`src/rtl/cycle_counter_reader.sv`:
```
// ---------------------------------------------------------------------------
// cycle_counter_reader
//
// Purpose:
//   Read port onto a free-running 32-bit cycle counter. Tracks wraps of the
//   incoming count to build a 64-bit HIGH:LOW view. Also offers a DELTA
//   register that returns the cycles elapsed since the last LOW read.
//   Reads use a valid/ready request and a valid/ready response. At most one
//   read is in flight.
//
// Ports:
//   clk        in   1   clock, all state updates on the rising edge
//   rst_n      in   1   asynchronous active-low reset
//   hc_in      in  32   free-running cycle count (wraps FFFFFFFF -> 0)
//   req_valid  in   1   read request present
//   req_addr   in   2   0 = LOW, 1 = HIGH, 2 = DELTA, 3 = invalid
//   req_ready  out  1   block can accept a request (IDLE)
//   rsp_valid  out  1   response held on rsp_data/rsp_err (RESP)
//   rsp_data   out 32   read data
//   rsp_err    out  1   invalid address flag
//   rsp_ready  in   1   consumer accepts the response
//
// Configuration:
//   CYCLE_SNAPSHOT_EN  When defined, a LOW read also latches the matching
//                      high word into shadow_hi. HIGH reads then return
//                      shadow_hi, which makes a LOW-then-HIGH pair atomic.
//                      When undefined, HIGH returns the live high word.
// ---------------------------------------------------------------------------
module cycle_counter_reader (
  input  logic        clk,
  input  logic        rst_n,
  input  logic [31:0] hc_in,
  input  logic        req_valid,
  input  logic [1:0]  req_addr,
  output logic        req_ready,
  output logic        rsp_valid,
  output logic [31:0] rsp_data,
  output logic        rsp_err,
  input  logic        rsp_ready
);

  typedef enum logic {
    IDLE = 1'b0,
    RESP = 1'b1
  } state_t;

  state_t      state;
  state_t      state_next;

  logic [31:0] hc_prev;
  logic [31:0] wrap_cnt;
  logic [31:0] last_low;
  logic        wrap_now;
  logic [31:0] live_hi;
  logic        accept;
  logic [31:0] high_src;
  logic [31:0] rd_data;
  logic        rd_err;

`ifdef CYCLE_SNAPSHOT_EN
  logic [31:0] shadow_hi;
`endif

  // The count only ever moves forward by one, so a smaller value than last
  // cycle means it rolled over. The live high word already includes this
  // cycle's wrap, so HIGH:LOW stays consistent in the wrap cycle itself.
  assign wrap_now = (hc_in < hc_prev);
  assign live_hi  = wrap_cnt + {31'd0, wrap_now};
  assign accept   = req_valid && req_ready;

  // Wrap tracking runs every cycle, whatever the handshake is doing. After
  // reset hc_prev is zero, and no unsigned count is below zero, so the first
  // cycle after release can never report a spurious wrap.
  always_ff @(posedge clk or negedge rst_n) begin
    if (!rst_n) begin
      hc_prev  <= 32'd0;
      wrap_cnt <= 32'd0;
    end else begin
      hc_prev <= hc_in;
      if (wrap_now) begin
        wrap_cnt <= wrap_cnt + 32'd1;
      end
    end
  end

  // State register for the two-state handshake FSM.
  always_ff @(posedge clk or negedge rst_n) begin
    if (!rst_n) begin
      state <= IDLE;
    end else begin
      state <= state_next;
    end
  end

  // IDLE accepts one request and moves to RESP. RESP holds the response
  // until the consumer takes it, then returns to IDLE. A new request is
  // never accepted in the same cycle, so back-to-back reads take two cycles.
  always_comb begin
    state_next = state;
    req_ready  = 1'b0;
    rsp_valid  = 1'b0;
    case (state)
      IDLE: begin
        req_ready = 1'b1;
        if (req_valid) begin
          state_next = RESP;
        end
      end
      RESP: begin
        rsp_valid = 1'b1;
        if (rsp_ready) begin
          state_next = IDLE;
        end
      end
      default: begin
        state_next = IDLE;
      end
    endcase
  end

  // Source of the HIGH register: the snapshot taken by the last LOW read, or
  // the live high word.
  always_comb begin
`ifdef CYCLE_SNAPSHOT_EN
    high_src = shadow_hi;
`else
    high_src = live_hi;
`endif
  end

  // Read mux. All values come from the current cycle's hc_in, so the data
  // reflects the cycle in which the request is accepted.
  always_comb begin
    rd_data = 32'd0;
    rd_err  = 1'b0;
    case (req_addr)
      2'd0:    rd_data = hc_in;
      2'd1:    rd_data = high_src;
      2'd2:    rd_data = hc_in - last_low;
      default: rd_err  = 1'b1;
    endcase
  end

  // Capture the response on accept and hold it unchanged until the next
  // accept. This keeps rsp_data/rsp_err stable while the consumer stalls.
  // Only LOW reads move last_low, which is the reference point for DELTA.
  always_ff @(posedge clk or negedge rst_n) begin
    if (!rst_n) begin
      rsp_data <= 32'd0;
      rsp_err  <= 1'b0;
      last_low <= 32'd0;
    end else if (accept) begin
      rsp_data <= rd_data;
      rsp_err  <= rd_err;
      if (req_addr == 2'd0) begin
        last_low <= hc_in;
      end
    end
  end

`ifdef CYCLE_SNAPSHOT_EN
  // A LOW read freezes the matching high word. A later HIGH read then pairs
  // with that LOW value even if the counter has wrapped in between.
  always_ff @(posedge clk or negedge rst_n) begin
    if (!rst_n) begin
      shadow_hi <= 32'd0;
    end else if (accept && (req_addr == 2'd0)) begin
      shadow_hi <= live_hi;
    end
  end
`endif

endmodule
```
`config.mk`:
```
export PLATFORM = sky130hd
export DESIGN_NAME = cycle_counter_reader
export DESIGN_NICKNAME = d
export VERILOG_FILES = /design/src/rtl/cycle_counter_reader.sv
export SDC_FILE = /design/constraint.sdc
export NUM_CORES = 1
export LEC_CHECK = 0
export ABC_CLOCK_PERIOD_IN_PS = 7500
export CORE_MARGIN = 1.5
export CORE_UTILIZATION = 63
export CTS_BUF_LIST = sky130_fd_sc_hd__clkbuf_16
export DETAILED_ROUTE_END_ITERATION = 10
export PLACE_DENSITY = 0.83
export SKIP_CTS_REPAIR_TIMING = 1
export SLEW_MARGIN = 40
export SYNTH_ARGS = -nofsm -noshare
export SYNTH_HDL_FRONTEND = slang
export SYNTH_SLANG_ARGS = --single-unit
```
`constraint.sdc`:
```
create_clock -name clk -period 7.5 [get_ports clk]
set_input_delay 1.875 -clock clk [delete_from_list [all_inputs] [get_ports clk]]
set_output_delay 1.875 -clock clk [all_outputs]
set_load 0.05 [all_outputs]
```
Yosys cells after proc, flatten, opt, wreduce, memory -nomap -nowiden --
Cells that the tools add are included.
Word-level totals: word-level logic and storage cells 24, output and inout port bits 35, input port bits 38, register bits 130
Cells by class: multiplexer cells 7, reductions and logical operators 4, equal/unequal tests 2, magnitude comparators 1, bitwise gates (word level) 1, $add $sub $neg 3
Operators by type and width (count):
- $pmux W32 S3 | 1
- $add A32 B1 Y32 | 1
- $add A32 B1 Y32 const B | 1
- $lt A32 B32 Y1 | 1
- $sub A32 B32 Y32 | 1
- $mux W1 | 5
- $reduce_or A3 Y1 | 1
- $eq A2 B1 Y1 const B | 1
- $eq A2 B2 Y1 const B | 1
- $logic_not A2 Y1 | 1
- $pmux W1 S2 | 1
- $reduce_and A2 Y1 | 1
- $logic_and A1 B1 Y1 | 1
- $not A1 Y1 | 1

Logic depth before layout (Yosys ltp) --
word-level depth 3, gate-level depth with buffers 18, gate-level depth less buffers 17

Worst setup path before layout --
OpenSTA, ideal clock, no wires.
kind input to register, start point input hc_in[25], end point register rsp_data[28], stages 17, buffers on the path 1, data arrival time 4.684 ns, data required time 7.378 ns, setup time 0.122 ns, slack 2.694 ns, cell sequence ha_1 -> a21o_1 -> a21o_1 -> a21oi_1 -> o21ai_1 -> a22oi_1 -> o211a_2 -> buf_2 -> ha_1 -> nand4_1 -> nor3_2 -> nand3_1 -> nor2_1 -> xnor2_1 -> o221ai_1 -> o21ai_1 -> nand2_1
On the way: word-level cells in the longest chain between the ends 3, elaborated cells on any way between the ends 4, classes of those cells add/sub: 2; order compare: 1; mux: 1
RTL lines:
- start: declaration | line 32 | input logic [31:0] hc_in,
- $lt A32 B32 Y1 | line 67 | assign wrap_now = (hc_in < hc_prev);
- $add A32 B1 Y32 | line 68 | assign live_hi = wrap_cnt + {31'd0, wrap_now};
- $pmux W32 S3 * | line 136 | case (req_addr)
- end signal: assignment | line 153 | rsp_data <= rd_data;
- end: declaration | line 37 | output logic [31:0] rsp_data,
Every way passes the cells marked *; elsewhere a longest branch is shown, timed or not. A chain may end at the register's enable or synchronous reset.

Worst setup path in the final report --
start point input hc_in[9], end point register rsp_data[18]
Same word-level chain as after synthesis.

==> impl_metrics.py <==
metrics = {
    "setup_path": {
        "arrival_ns": 5.94,
        "worstPathCellList": "clkdlybuf4s50_1 -> ha_1 -> a21o_1 -> a21o_1 -> a21oi_1 -> nand2_1 -> o21ai_1 -> o211a_2 -> buf_4 -> ha_1 -> nand4_1 -> nor3_2 -> nand2_1 -> nor2_1 -> xnor2_1 -> a21oi_1 -> a32oi_1 -> o21ai_1",
        "cp.required_ns": 7.81,
        "cpMaxStageDelayCell": "clkdlybuf4s50_1",
        "worstSetupPathType": "in -> reg",
        "path_buf_inv": 2,
        "reg2reg_slack_ns": 3.57,
        "start_kind": "input port",
        "crit_family": "compound AO/OA/AOI/OAI gates",
        "cp-end-kind": "flop",
        "path_max_fanout": 34,
        "critPathMaxStageDelay_ns": 0.53,
    },
    "placement": {
        "dp_hpwl_mm": 15.6,
        "placedInstanceArea_um2": 9210,
        "gp_congestion": 0.942,
        "numPortBuffers": 72,
        "dp_slack_ns": 1.50,
        "dp_cells": 1152,
    },
    "power": {
        "vdd_drop_max_uv": 209,
        "cellLeakagePower_nw": 4.26,
        "powerDensity_nw_per_um2": 293,
    },
    "final_layout": {
        "design_area_um2": 9790,
        "fillers": 979,
        "final_cells": 1184,
        "nets": 1100,
        "antenna_cells": 0,
        "area_delta_synth_final_pct": 16.4,
        "drive_gt1_share_pct": 6.15,
    },
    "logic_synthesis": {
        "ys_ff_latch": 130,
        "syn-num-nets": 1051,
        "synth_compound_area_share_pct": 18.5,
        "synth_top_family_by_area": "compound AO/OA/AOI/OAI gates",
        "yosys.area.top_type": "dfrtp_1",
        "ys_warn_count": 0,
        "synth_area_um2": 8410,
        "synth-async-reset-ratio_pct": 100,
        "syn_avg_cell_area_um2": 8.88,
        "synth_cell_types": 61,
        "yosysMostFrequentCell": "dfrtp_1",
        "syn_inst": 947,
        "synth_fa_ha_area_share_pct": 9.90,
        "synth-edff-count": 0,
        "synth_xor_area_share_pct": 8.54,
        "ys_seq_area_share_pct": 38.7,
        "ys_top_cells_by_count": "dfrtp_1, nand2_1, inv_1",
        "synth_simple_gate_area_share_pct": 17.0,
        "synth_top_area_share_pct": 38.7,
        "synthTopCellsByArea": "dfrtp_1, ha_1, xnor2_1",
        "ys.flop_type": "dfrtp_1",
        "synth.area.mux_share_pct": 1.62,
    },
    "floorplan": {
        "rows": 42,
        "die_w_um": 119,
        "core-area_um2": 13100,
        "dieArea_um2": 14100,
        "ios": 73,
        "die_height_um": 119,
        "start_util_pct": 64.0,
    },
    "detailed_routing": {
        "drcViolationCount": 0,
        "via_per_inst": 6.17,
        "vias": 7306,
        "wire_per_inst_um": 18.6,
        "routed_wl_mm": 22.0,
        "drtIter0Drc": 691,
        "first_pass_iters": 6,
        "antenna_left": 0,
    },
    "run_status": {
        "status": "complete, no violations",
    },
    "sta": {
        "min_period_ns": 5.63,
        "max_freq_mhz": 178,
        "rsz0062_at_grt": "false",
        "final_max_slew_viol_count": 0,
        "worstMarginPinSlew_ns": 0.728,
        "finalClockSkew_ns": 0.00911,
        "setup_ws_ns": 1.87,
        "post-route-period-util_pct": 75.1,
        "setup_viol": 0,
        "hold_viol_final": 0,
        "relSlewSlack_pct": 50.9,
        "tns_ns": 0,
    },
    "clock_tree": {
        "clkTransAtPathRegs_ns": 0.06,
        "cts_tree": "yes",
        "cts_htree_levels": 4,
        "clock_sinks": 130,
        "clockBufferDepth": 2,
        "clock_latency_ns": 0.43,
        "root_buffer": "clkbuf_16",
        "cts_buffers": 17,
    },
    "grt": {
        "grt_pass1_wl_mm": 36.3,
        "grt_start_max_net_pins": 75,
        "grt_usage_pct": 32.7,
        "antenna_found_initial": 0,
        "grt_pass1_vias": 7108,
        "grt_overflow": 0,
    },
    "worst_hold_path": {
        "hold_class": "reg -> reg",
    },
    "run": {
        "drv_cap": 0,
    },
}
==> cells in the final DEF (no fill, tap or decap), drive strengths merged, types with 16 or more instances in the layout <==
cell type      netlist  final
nand4               38     38
nand2              100    100
o21a                16     16
a21o                21     21
a21oi               56     56
xor2                22     22
ha                  65     65
xnor2               60     60
clkbuf              37     18
clkdlybuf4s50        0     70
o21ai               77     77
dfrtp              130    130
nor2                57     57
inv                 75     77
nor3                21     21
nand3               34     34
==> metrics by stage <==
stage               utilization (%)  hold slack [ns]  total power [mW]
detailed placement             70.1            0.465              2.06
floorplan                         -            0.466              1.73
finish                         74.5            0.471              2.87
global route                   74.5            0.504              3.02
global placement               70.1            0.453              2.04
CTS                            74.3            0.476              2.85
==> final cells by class <==
| class | instances | area [um2] | area share [%] |
|---|---|---|---|
| multi-input combinational | 692 | 4690 | 47.9 |
| sequential | 130 | 3250 | 33.2 |
| timing repair buffer | 80 | 795 | 8.11 |
| clock buffer | 17 | 425 | 4.34 |
| inverter | 75 | 282 | 2.88 |
| tap | 176 | 220 | 2.25 |
| clock inverter | 14 | 125 | 1.28 |
==> state kept, by name, indices dropped and copies added (netlist names) <==
register and count:
hc_prev 32, last_low 32, rsp_data 32, rsp_err 1, state 1, wrap_cnt 32
==> worst paths after layout <==
path,startpoint,to,cells after the start
max,hc_in[9],rsp_data[18],18
max in group asynchronous,rst_n,wrap_cnt[25],2
min,rsp_err,rsp_err,2
min in group asynchronous,rst_n,hc_prev[13],1
min reg2reg,rsp_err,rsp_err,2
max reg2reg,hc_prev[9],rsp_data[18],18
==> worst register-to-register path, delay by kind of cell (launching register included) <==
kind | cells | cell delay (ns)
buffers and inverters | 2 | 0.36
DFF | 1 | 0.32
xor gates and xnor gates | 1 | 0.14
AOI/OAI and AO/OA | 8 | 1.35
and+or+nand+nor | 5 | 1.07
adders and majority gates | 2 | 0.58
==> power breakdown <==
| group | leakage (nW) | internal [mW] | switching (mW) |
|---|---|---|---|
| Clock | 0.268 | 0.478 | 0.302 |
| Sequential | 1.62 | 0.827 | 0.0946 |
| Combinational | 2.37 | 0.431 | 0.737 |
==> routing by layer <==
metal / wire length, um / global-route usage (%) / share of wire [%] / vias up
met1: 9660 / 47.0 / 44 / 3508
met4: 436 / 11.3 / 2.0 / 0
li1: - / - / - / 3448
met2: 10200 / 50.6 / 47 / 315
met3: 1650 / 5.21 / 7.5 / 35
met5: 0 / 0 / 0 / -
==> kinds of logic after synthesis <==
| kind of cell | after synthesis |
|---|---|
| buffers and inverters | 125 |
| AOI/OAI and AO/OA | 237 |
| DFF | 130 |
| and+or+nand+nor | 294 |
| xor gates and xnor gates | 82 |
| muxes | 13 |
| adders and majority gates | 66 |
Power figures use the tool's default switching activity.
